[config.mk]
export PLATFORM = sky130hd
export DESIGN_NAME = fir_peak_monitor
export DESIGN_NICKNAME = d
export VERILOG_FILES = /design/src/rtl/fir_peak_monitor.sv
export SDC_FILE = /design/constraint.sdc
export NUM_CORES = 1
export LEC_CHECK = 0
export CORE_AREA = 2 2 89 134
export CTS_CLUSTER_DIAMETER = 50
export CTS_CLUSTER_SIZE = 12
export DETAILED_ROUTE_END_ITERATION = 7
export DIE_AREA = 0 0 91 136
export PLACE_DENSITY_LB_ADDON = 0.05
export SLEW_MARGIN = 25
export SYNTH_ARGS = -nofsm -noshare
export SYNTH_HDL_FRONTEND = slang
export SYNTH_SLANG_ARGS = --single-unit
[constraint.sdc]
create_clock -name clk -period 6.4 [get_ports clk]
set_input_delay 0.96 -clock clk [delete_from_list [all_inputs] [get_ports clk]]
set_output_delay 0.96 -clock clk [all_outputs]
set_load 0.005 [all_outputs]
[src/rtl/fir_peak_monitor.sv]
// ---------------------------------------------------------------------------
// fir_peak_monitor
//
// Output-side measurement block for the 2- or 3-parallel FIR filters. After
// a start command it throws away SETTLE_CYC valid output samples (filter
// transient), then searches WINDOW_CYC valid samples, across every lane, for
// the largest signed value. The peak value and the lane it appeared on are
// handed to the consumer through a valid/ready handshake.
//
// Ports
//   clk           rising-edge clock
//   rst_n         asynchronous active-low reset
//   start         begin a measurement (honoured only while idle)
//   abort         cancel a measurement in the settle or measure phase
//   in_valid      din carries a valid filter output this cycle
//   din[LANES]    signed filter output lanes, index 0 = earliest sample
//   busy          high while settling or measuring
//   result_valid  peak / peak_lane hold a completed result
//   result_ready  consumer accepts the result
//   peak          largest sample seen in the window
//   peak_lane     lane index on which that sample appeared
// ---------------------------------------------------------------------------
module fir_peak_monitor #(
  parameter  int DATA_W     = 40,
  parameter  int LANES      = 2,
  parameter  int SETTLE_CYC = 340,
  parameter  int WINDOW_CYC = 2000,
  parameter  int CNT_W      = 16,
  localparam int LANE_W     = (LANES > 1) ? $clog2(LANES) : 1
) (
  input  logic                     clk,
  input  logic                     rst_n,
  input  logic                     start,
  input  logic                     abort,
  input  logic                     in_valid,
  input  logic signed [DATA_W-1:0] din [LANES-1:0],
  output logic                     busy,
  output logic                     result_valid,
  input  logic                     result_ready,
  output logic signed [DATA_W-1:0] peak,
  output logic        [LANE_W-1:0] peak_lane
);

  typedef enum logic [1:0] {
    S_IDLE,
    S_SETTLE,
    S_MEASURE,
    S_REPORT
  } state_e;

  // Counter values that mark the last sample of each phase. The counter
  // counts accepted samples from zero, so sample N is accepted at N-1.
  localparam logic [CNT_W-1:0] SETTLE_LAST =
    (SETTLE_CYC > 0) ? CNT_W'(SETTLE_CYC - 1) : '0;
  localparam logic [CNT_W-1:0] WINDOW_LAST = CNT_W'(WINDOW_CYC - 1);

  state_e                     state_q, state_d;
  logic        [CNT_W-1:0]    cnt_q, cnt_d;
  logic signed [DATA_W-1:0]   peak_q, peak_d;
  logic        [LANE_W-1:0]   lane_q, lane_d;

  // A sample is taken into the search only when it is valid and the
  // measurement is not being cancelled on the same edge.
  logic take_settle;
  logic take_measure;
  logic first_sample;

  assign take_settle  = (state_q == S_SETTLE)  && in_valid && !abort;
  assign take_measure = (state_q == S_MEASURE) && in_valid && !abort;
  // The counter is cleared on entry to MEASURE, so zero marks the first
  // window sample; the running peak is seeded from it, not compared.
  assign first_sample = (cnt_q == '0);

  // -------------------------------------------------------------------------
  // State register
  // -------------------------------------------------------------------------
  // NOTE: sequential state is written with non-blocking assignments so every
  // flop samples the pre-edge values of the others, independent of process
  // evaluation order.
  always_ff @(posedge clk or negedge rst_n) begin
    if (!rst_n) begin
      state_q <= S_IDLE;
    end else begin
      state_q <= state_d;
    end
  end

  // -------------------------------------------------------------------------
  // Next-state logic
  // -------------------------------------------------------------------------
  // NOTE: each combinational output is given a default before the case, so
  // no path leaves it unassigned and no latch is inferred.
  always_comb begin
    state_d = state_q;
    unique case (state_q)
      S_IDLE: begin
        if (start) begin
          state_d = (SETTLE_CYC == 0) ? S_MEASURE : S_SETTLE;
        end
      end
      S_SETTLE: begin
        if (abort) begin
          state_d = S_IDLE;
        end else if (in_valid && cnt_q == SETTLE_LAST) begin
          state_d = S_MEASURE;
        end
      end
      S_MEASURE: begin
        // abort wins over a simultaneous final sample
        if (abort) begin
          state_d = S_IDLE;
        end else if (in_valid && cnt_q == WINDOW_LAST) begin
          state_d = S_REPORT;
        end
      end
      S_REPORT: begin
        // result_valid is high throughout REPORT, so ready alone completes
        // the handshake
        if (result_ready) begin
          state_d = S_IDLE;
        end
      end
      default: state_d = S_IDLE;
    endcase
  end

  // -------------------------------------------------------------------------
  // Output logic
  // -------------------------------------------------------------------------
  always_comb begin
    busy         = (state_q == S_SETTLE) || (state_q == S_MEASURE);
    result_valid = (state_q == S_REPORT);
    peak         = peak_q;
    peak_lane    = lane_q;
  end

  // -------------------------------------------------------------------------
  // Sample counter
  // -------------------------------------------------------------------------
  always_comb begin
    cnt_d = cnt_q;
    unique case (state_q)
      S_IDLE: begin
        if (start) begin
          cnt_d = '0;
        end
      end
      S_SETTLE: begin
        if (abort) begin
          cnt_d = '0;
        end else if (take_settle) begin
          cnt_d = (cnt_q == SETTLE_LAST) ? '0 : cnt_q + 1'b1;
        end
      end
      S_MEASURE: begin
        if (abort) begin
          cnt_d = '0;
        end else if (take_measure) begin
          cnt_d = (cnt_q == WINDOW_LAST) ? '0 : cnt_q + 1'b1;
        end
      end
      default: cnt_d = cnt_q;
    endcase
  end

  // -------------------------------------------------------------------------
  // Running peak search
  // -------------------------------------------------------------------------
  // NOTE: blocking assignments here chain the lane comparisons within one
  // cycle: each lane is compared against the best of the lanes before it.
  // Strict '>' keeps the lower lane on a tie, and keeps the earlier sample
  // when a later cycle only equals the running peak.
  always_comb begin
    peak_d = peak_q;
    lane_d = lane_q;
    if (take_measure) begin
      for (int i = 0; i < LANES; i++) begin
        if ((first_sample && i == 0) || din[i] > peak_d) begin
          peak_d = din[i];
          lane_d = LANE_W'(i);
        end
      end
    end
  end

  always_ff @(posedge clk or negedge rst_n) begin
    if (!rst_n) begin
      cnt_q  <= '0;
      peak_q <= '0;
      lane_q <= '0;
    end else begin
      cnt_q  <= cnt_d;
      peak_q <= peak_d;
      lane_q <= lane_d;
    end
  end

  // -------------------------------------------------------------------------
  // Counter headroom: the counter never runs past the last index of the
  // phase it is counting, so it cannot wrap.
  // -------------------------------------------------------------------------
  a_cnt_settle : assert property (@(posedge clk) disable iff (!rst_n)
    (state_q == S_SETTLE) |-> (cnt_q <= SETTLE_LAST));
  a_cnt_measure : assert property (@(posedge clk) disable iff (!rst_n)
    (state_q == S_MEASURE) |-> (cnt_q <= WINDOW_LAST));

endmodule

==> flow_summary.toml, run 1 <==
[run_status]
status = "finished, final reports clean"

[sta]
fin_crit_sh_pct = 92.17
skew_ns = 0.008216
period_needed_ns = 5.899
rsz0062_at_grt = "false"
final_max_slew_viol_count = 0
worst_pin_slew_ns = 0.8012
setup_viol = 0
tns_ns = 0
finalWorstSetupSlack_ns = 0.5014
timing.fmax_mhz = 169.5
final-hold-violation-count = 0
slew_headroom_pct = 46.58

[synthesis]
synth_ff_type = "dfrtp_1"
synthTopCellsByArea = "dfrtp_1 27%, ha_1 20%, o211a_1 7.3%"
yosysMostFrequentCell = "ha_1"
yosys.area.top_type = "dfrtp_1"
ys_types = 49
syn_nets = 820
netlist_area_um2 = 5502
synthArstFlopShare_pct = 100.0
ys_seq_elements = 59
synth_top_area_share_pct = 26.84
synth_cells = 647
ys.warnings.count = 0
synth_area_per_cell_um2 = 8.503
synth_edf_count = 0
synthTopCellsByCount = "87 x ha_1, 78 x a21oi_1, 59 x dfrtp_1"
ys_seq_area_share_pct = 26.84

[floorplan]
ios = 129
fp-row-count = 48
core_region_area_um2 = 11290
start_util_pct = 48.73
die_x_um = 91
die-area_um2 = 12380
die_h_um = 136

[place]
dp_hpwl_um = 11810
routabilityCongestion = 0.8791
post_dp_cell_area_um2 = 6932
portBuffers = 128
pre_cts_slack_ns = 0.2385

[drt]
routed_wl_um = 15810
dr.pass1.iters = 5
vias_per_cell = 5.946
drcViolationCount = 0
via_count = 5488
drt_iter0_markers = 251
drt-wirelength-per-cell_um = 17.13
ant_nets = 0

[cts]
cts_resized = 0
cts.repair_timing.setup_buffer_count = 0
cts_tree = "done"
cts_hold_buffers = 0
insertion_delay_ns = 0.33
clk_pin_slew_ns = 0.06
cts_max_level = 3
cts.sinks = 59
cts_made_buffers = 9
clockBufferDepth = 2
root_buffer = "clkbuf_16"

[hold_path]
hold_depth = 2
hold_class = "reg -> reg"

[layout]
fill_cells = 1034
antenna_cells = 0
finalNetCount = 941
area_growth_pct = 31.52
drive_gt1_share_pct = 5.304
stdcell_area_um2 = 7236

[worst_setup_path]
cp.arrival_ns = 6.16
path_class = "in -> reg"
crit_path_end_kind = "register"
critPathMaxStageDelay_ns = 0.46
crit_chain = "clkdlybuf4s50_1, ha_1, a21oi_1, o21ai_1, a222oi_1, or3b_1, o221ai_2, nand2_2, buf_4, nor2_1, a21oi_1, ha_1, nand4_1, nor4_2, nand4_1, o211ai_1, mux2_4, o21bai_4, buf_16, o211a_1"
cp_slowest_cell = "clkdlybuf4s50_1"
required_ns = 6.67
rr_worst_depth = 20
start_kind = "input port"
cp_max_fo = 25

[power_and_ir_drop]
powerDensity_nw_per_um2 = 367.0
power_leakage_nw = 3.292
ir_drop_mv = 0.1781

[grt]
grt_start_max_net_pins = 60
grt_usage_pct = 26.03
grt_pass1_wl_um = 26250
gr-total-overflow = 0
grt_pass1_vias = 5541
antenna_found_initial = 0

[flow_run]
drv_cap = 0
==> sequential cells by signal, summed over array words and instances, names as in the netlist <==
name       flops
cnt_q         16
state_q        2
peak          40
peak_lane      1
==> area by class of cell <==
| type | instances | area (µm²) | area share (%) |
|---|---|---|---|
| Tap cell | 150 | 187.7 | 2.594 |
| Timing Repair Buffer | 139 | 1391 | 19.23 |
| Sequential cell | 59 | 1476 | 20.40 |
| Inverter | 53 | 198.9 | 2.749 |
| Multi-Input combinational cell | 506 | 3677 | 50.82 |
| Clock inverter | 6 | 65.06 | 0.8992 |
| Clock buffer | 10 | 239.0 | 3.303 |
==> critical path: cells and delay by family <==
family                     cells  cell delay, ns
buffers and inverters          3            0.94
AOI/OAI and AO/OA              8            1.76
and+or+nand+nor                6            1.47
muxes                          1            0.35
adders and majority gates      2            0.67
==> per-layer routing <==
| metal | vias up | track usage, % | wire length, µm |
|---|---|---|---|
| li1 | 2626 | - | - |
| met1 | 2665 | 29.22 | 6241 |
| met2 | 164 | 48.89 | 8471 |
| met3 | 33 | 4.712 | 729 |
| met4 | 0 | 9.259 | 371 |
| met5 | - | 0 | 0 |
==> worst paths after layout <==
| path | from | endpoint | slack [ns] |
|---|---|---|---|
| min in group asynchronous | rst_n | peak[16] | 0.80 |
| min reg2reg | peak_lane | peak_lane | 0.53 |
| max reg2reg | peak[25] | peak[27] | 1.17 |
| min | peak_lane | peak_lane | 0.53 |
| max in group asynchronous | rst_n | peak[24] | 5.07 |
| max | din[27] | peak[27] | 0.50 |
==> stage by stage <==
step	instances	hold slack [ns]	utilization [%]	power, mW
after floorplan	647	0.5006	-	1.532
after CTS	923	0.5314	64.08	2.677
final	923	0.5295	64.08	2.655
after global placement	906	0.5072	61.15	2.109
after global routing	923	0.5562	64.08	2.891
after detailed placement	907	0.5232	61.39	2.159
==> cells by family (layout without fill, tap and decap cells) <==
| group | Yosys count | count (layout) | share of synthesized area (%) |
|---|---|---|---|
| AND/OR/NAND/NOR | 236 | 236 | 23.90 |
| AO/OA/AOI/OAI | 175 | 175 | 21.54 |
| adder cells (fa/ha/maj) | 87 | 87 | 19.79 |
| buffers and inverters | 82 | 208 | 6.504 |
| flip-flops | 59 | 59 | 26.84 |
| XOR/XNOR | 6 | 6 | 0.9552 |
| multiplexers | 2 | 2 | 0.4775 |
==> placed cells by master, fill, tap and decap left out, types with 4 or more instances in the layout <==
cell type          n
a211oi_1           5
a21oi_1           78
and3_1             6
buf_4              9
clkbuf_16          9
clkdlybuf4s50_1  127
clkinvlp_4         4
dfrtp_1           59
ha_1              87
inv_1             53
nand2_1           33
nand3_1           15
nand3b_1          39
nand4_1           19
nor2_1            57
nor3_1             5
o211a_1           40
o21ai_0           23
or3_1             43
xor2_1             6
==> power by group <==
group	total, mW	switching, mW	internal, mW
combinational	1.52	0.769	0.746
sequential	0.642	0.126	0.516
clock	0.499	0.188	0.311
total	2.66	1.08	1.57
Note: power is estimated with default switching activity, not from simulation.
==> inputs of run 2 (changes only) <==
==> constraint.sdc (replaced) <==
create_clock -name clk -period 7.2 [get_ports clk]
set_input_delay 1.08 -clock clk [delete_from_list [all_inputs] [get_ports clk]]
set_output_delay 1.08 -clock clk [all_outputs]
set_load 0.005 [all_outputs]
==> run 2 against run 1 <==
Against the previous run:
- setup slack better by 0.40 ns
- via count is 1.3% lower
- wire length is 1.8% lower
- core utilization is 0.28 points lower
- die area stayed put
- cell count is 0.43% lower
- total power is 11% lower
- critical endpoint is now peak[18]
- largest power group unchanged
==> flow_summary.toml, run 2 (synthesis gave the netlist of run 1 again) <==
[run_status]
status = "finished, final reports clean"

[cts]
cts_hold_buffers = 0
cts_tree = "done"
clockBufferDepth = 2
cts_max_level = 3
cts_resized = 0
cts.sinks = 59
cts.repair_timing.setup_buffer_count = 0
insertion_delay_ns = 0.33
root_buffer = "clkbuf_16"
cts_made_buffers = 9
clk_pin_slew_ns = 0.05

[sta]
fin_crit_sh_pct = 87.49
timing.fmax_mhz = 158.7
period_needed_ns = 6.299
slew_headroom_pct = 47.37
skew_ns = 0.005826
final_max_slew_viol_count = 0
setup_viol = 0
tns_ns = 0
final-hold-violation-count = 0
finalWorstSetupSlack_ns = 0.9006
worst_pin_slew_ns = 0.7895
rsz0062_at_grt = "false"

[grt]
gr-total-overflow = 0
grt_pass1_wl_um = 25520
antenna_found_initial = 0
grt_start_max_net_pins = 60
grt_usage_pct = 25.32
grt_pass1_vias = 5402

[floorplan]
start_util_pct = 48.73
fp-row-count = 48
die-area_um2 = 12380
die_h_um = 136
ios = 129
die_x_um = 91
core_region_area_um2 = 11290

[worst_setup_path]
worst-path-buf-inv = 3
cp_slowest_cell = "or4_4"
crit_path_end_kind = "register"
required_ns = 7.42
rr_worst_depth = 19
crit_chain = "clkdlybuf4s50_1, ha_1, nand4_2, or4_4, nand2b_4, a21oi_2, o221ai_2, nand2_2, buf_4, a21oi_1, ha_1, nand4_1, nor4_2, nand4_1, o211ai_1, mux2_4, buf_4, or3_1, o211a_1"
start_kind = "input port"
critPathMaxStageDelay_ns = 0.56
crit_cells = 19
cp.arrival_ns = 6.52
cp_max_fo = 53
path_class = "in -> reg"
crit_family = "simple AND/OR/NAND/NOR gates"

[drt]
top_layer = "met4"
dr.pass1.iters = 5
drcViolationCount = 0
vias_per_cell = 5.891
drt_iter0_markers = 196
wl_met1_um = 6360
ant_nets = 0
wl_met3_um = 770
drt-wirelength-per-cell_um = 16.89
via_count = 5414
routed_wl_um = 15530
wl_met2_um = 8122

[layout]
multi_input_area_um2 = 3677
final_common_cell = "clkdlybuf4s50_1"
drive_gt1_share_pct = 4.551
finalNetCount = 937
layout_common_cells = "127 x clkdlybuf4s50_1, 87 x ha_1, 78 x a21oi_1"
regArea_um2 = 1476
largest_reg_flops = 40
stdcell_area_um2 = 7204
antenna_cells = 0
area_growth_pct = 30.95
fill_cells = 1037

[hold_path]
hold_depth = 2
hold_class = "reg -> reg"

[power_and_ir_drop]
power_leakage_nw = 3.282
finalPower_mw = 2.372
powerDensity_nw_per_um2 = 329.2
ir_drop_mv = 0.1857

[place]
pre_cts_slack_ns = 0.5798
post_dp_cell_area_um2 = 6894
routabilityCongestion = 0.8546
dp_hpwl_um = 11720
portBuffers = 128

[flow_run]
drv_cap = 0
## run 2: area by class of cell
| class | instances | share of cell area (%) |
|---|---|---|
| multi-input combinational | 506 | 51.04 |
| sequential | 59 | 20.49 |
| timing repair buffer | 135 | 18.79 |
| clock buffer | 11 | 3.230 |
| inverter | 53 | 2.761 |
| tap | 150 | 2.605 |
| clock inverter | 5 | 1.077 |
## run 2: routing by layer
metal | GRT usage (%) | vias up
met5 | 0 | -
met4 | 8.081 | 0
met3 | 4.823 | 25
met2 | 46.54 | 148
met1 | 29.50 | 2631
li1 | - | 2610
## run 2: power by group
part           switching (mW)  total [mW]  internal (mW)  leakage, nW
registers               0.110       0.569          0.459        0.709
logic                   0.685        1.34          0.653         2.42
clock network           0.162       0.464          0.302        0.150
total                   0.958        2.37           1.41         3.28
## run 2: stage by stage
step	hold slack, ns	utilization [%]	instances
6_report	0.5301	63.81	919
2_1_floorplan	0.5006	-	647
5_1_grt	0.5707	63.81	919
3_3_place_gp	0.5172	61.06	903
4_1_cts	0.5377	63.81	919
3_5_place_dp	0.5297	61.06	903
## run 2: tightest hold or removal path, stage by stage (launching register included)
cell	delay [ns]
dfrtp_1	0.37
inv_1	0.05
o22ai_1	0.06
## run 2: worst paths after layout
kind	from	to	slack [ns]
min	peak_lane	peak_lane	0.53
max in group asynchronous	rst_n	peak[35]	5.76
min in group asynchronous	rst_n	peak[16]	0.92
max	din[39]	peak[18]	0.90
min reg2reg	peak_lane	peak_lane	0.53
max reg2reg	peak[39]	peak[18]	1.70
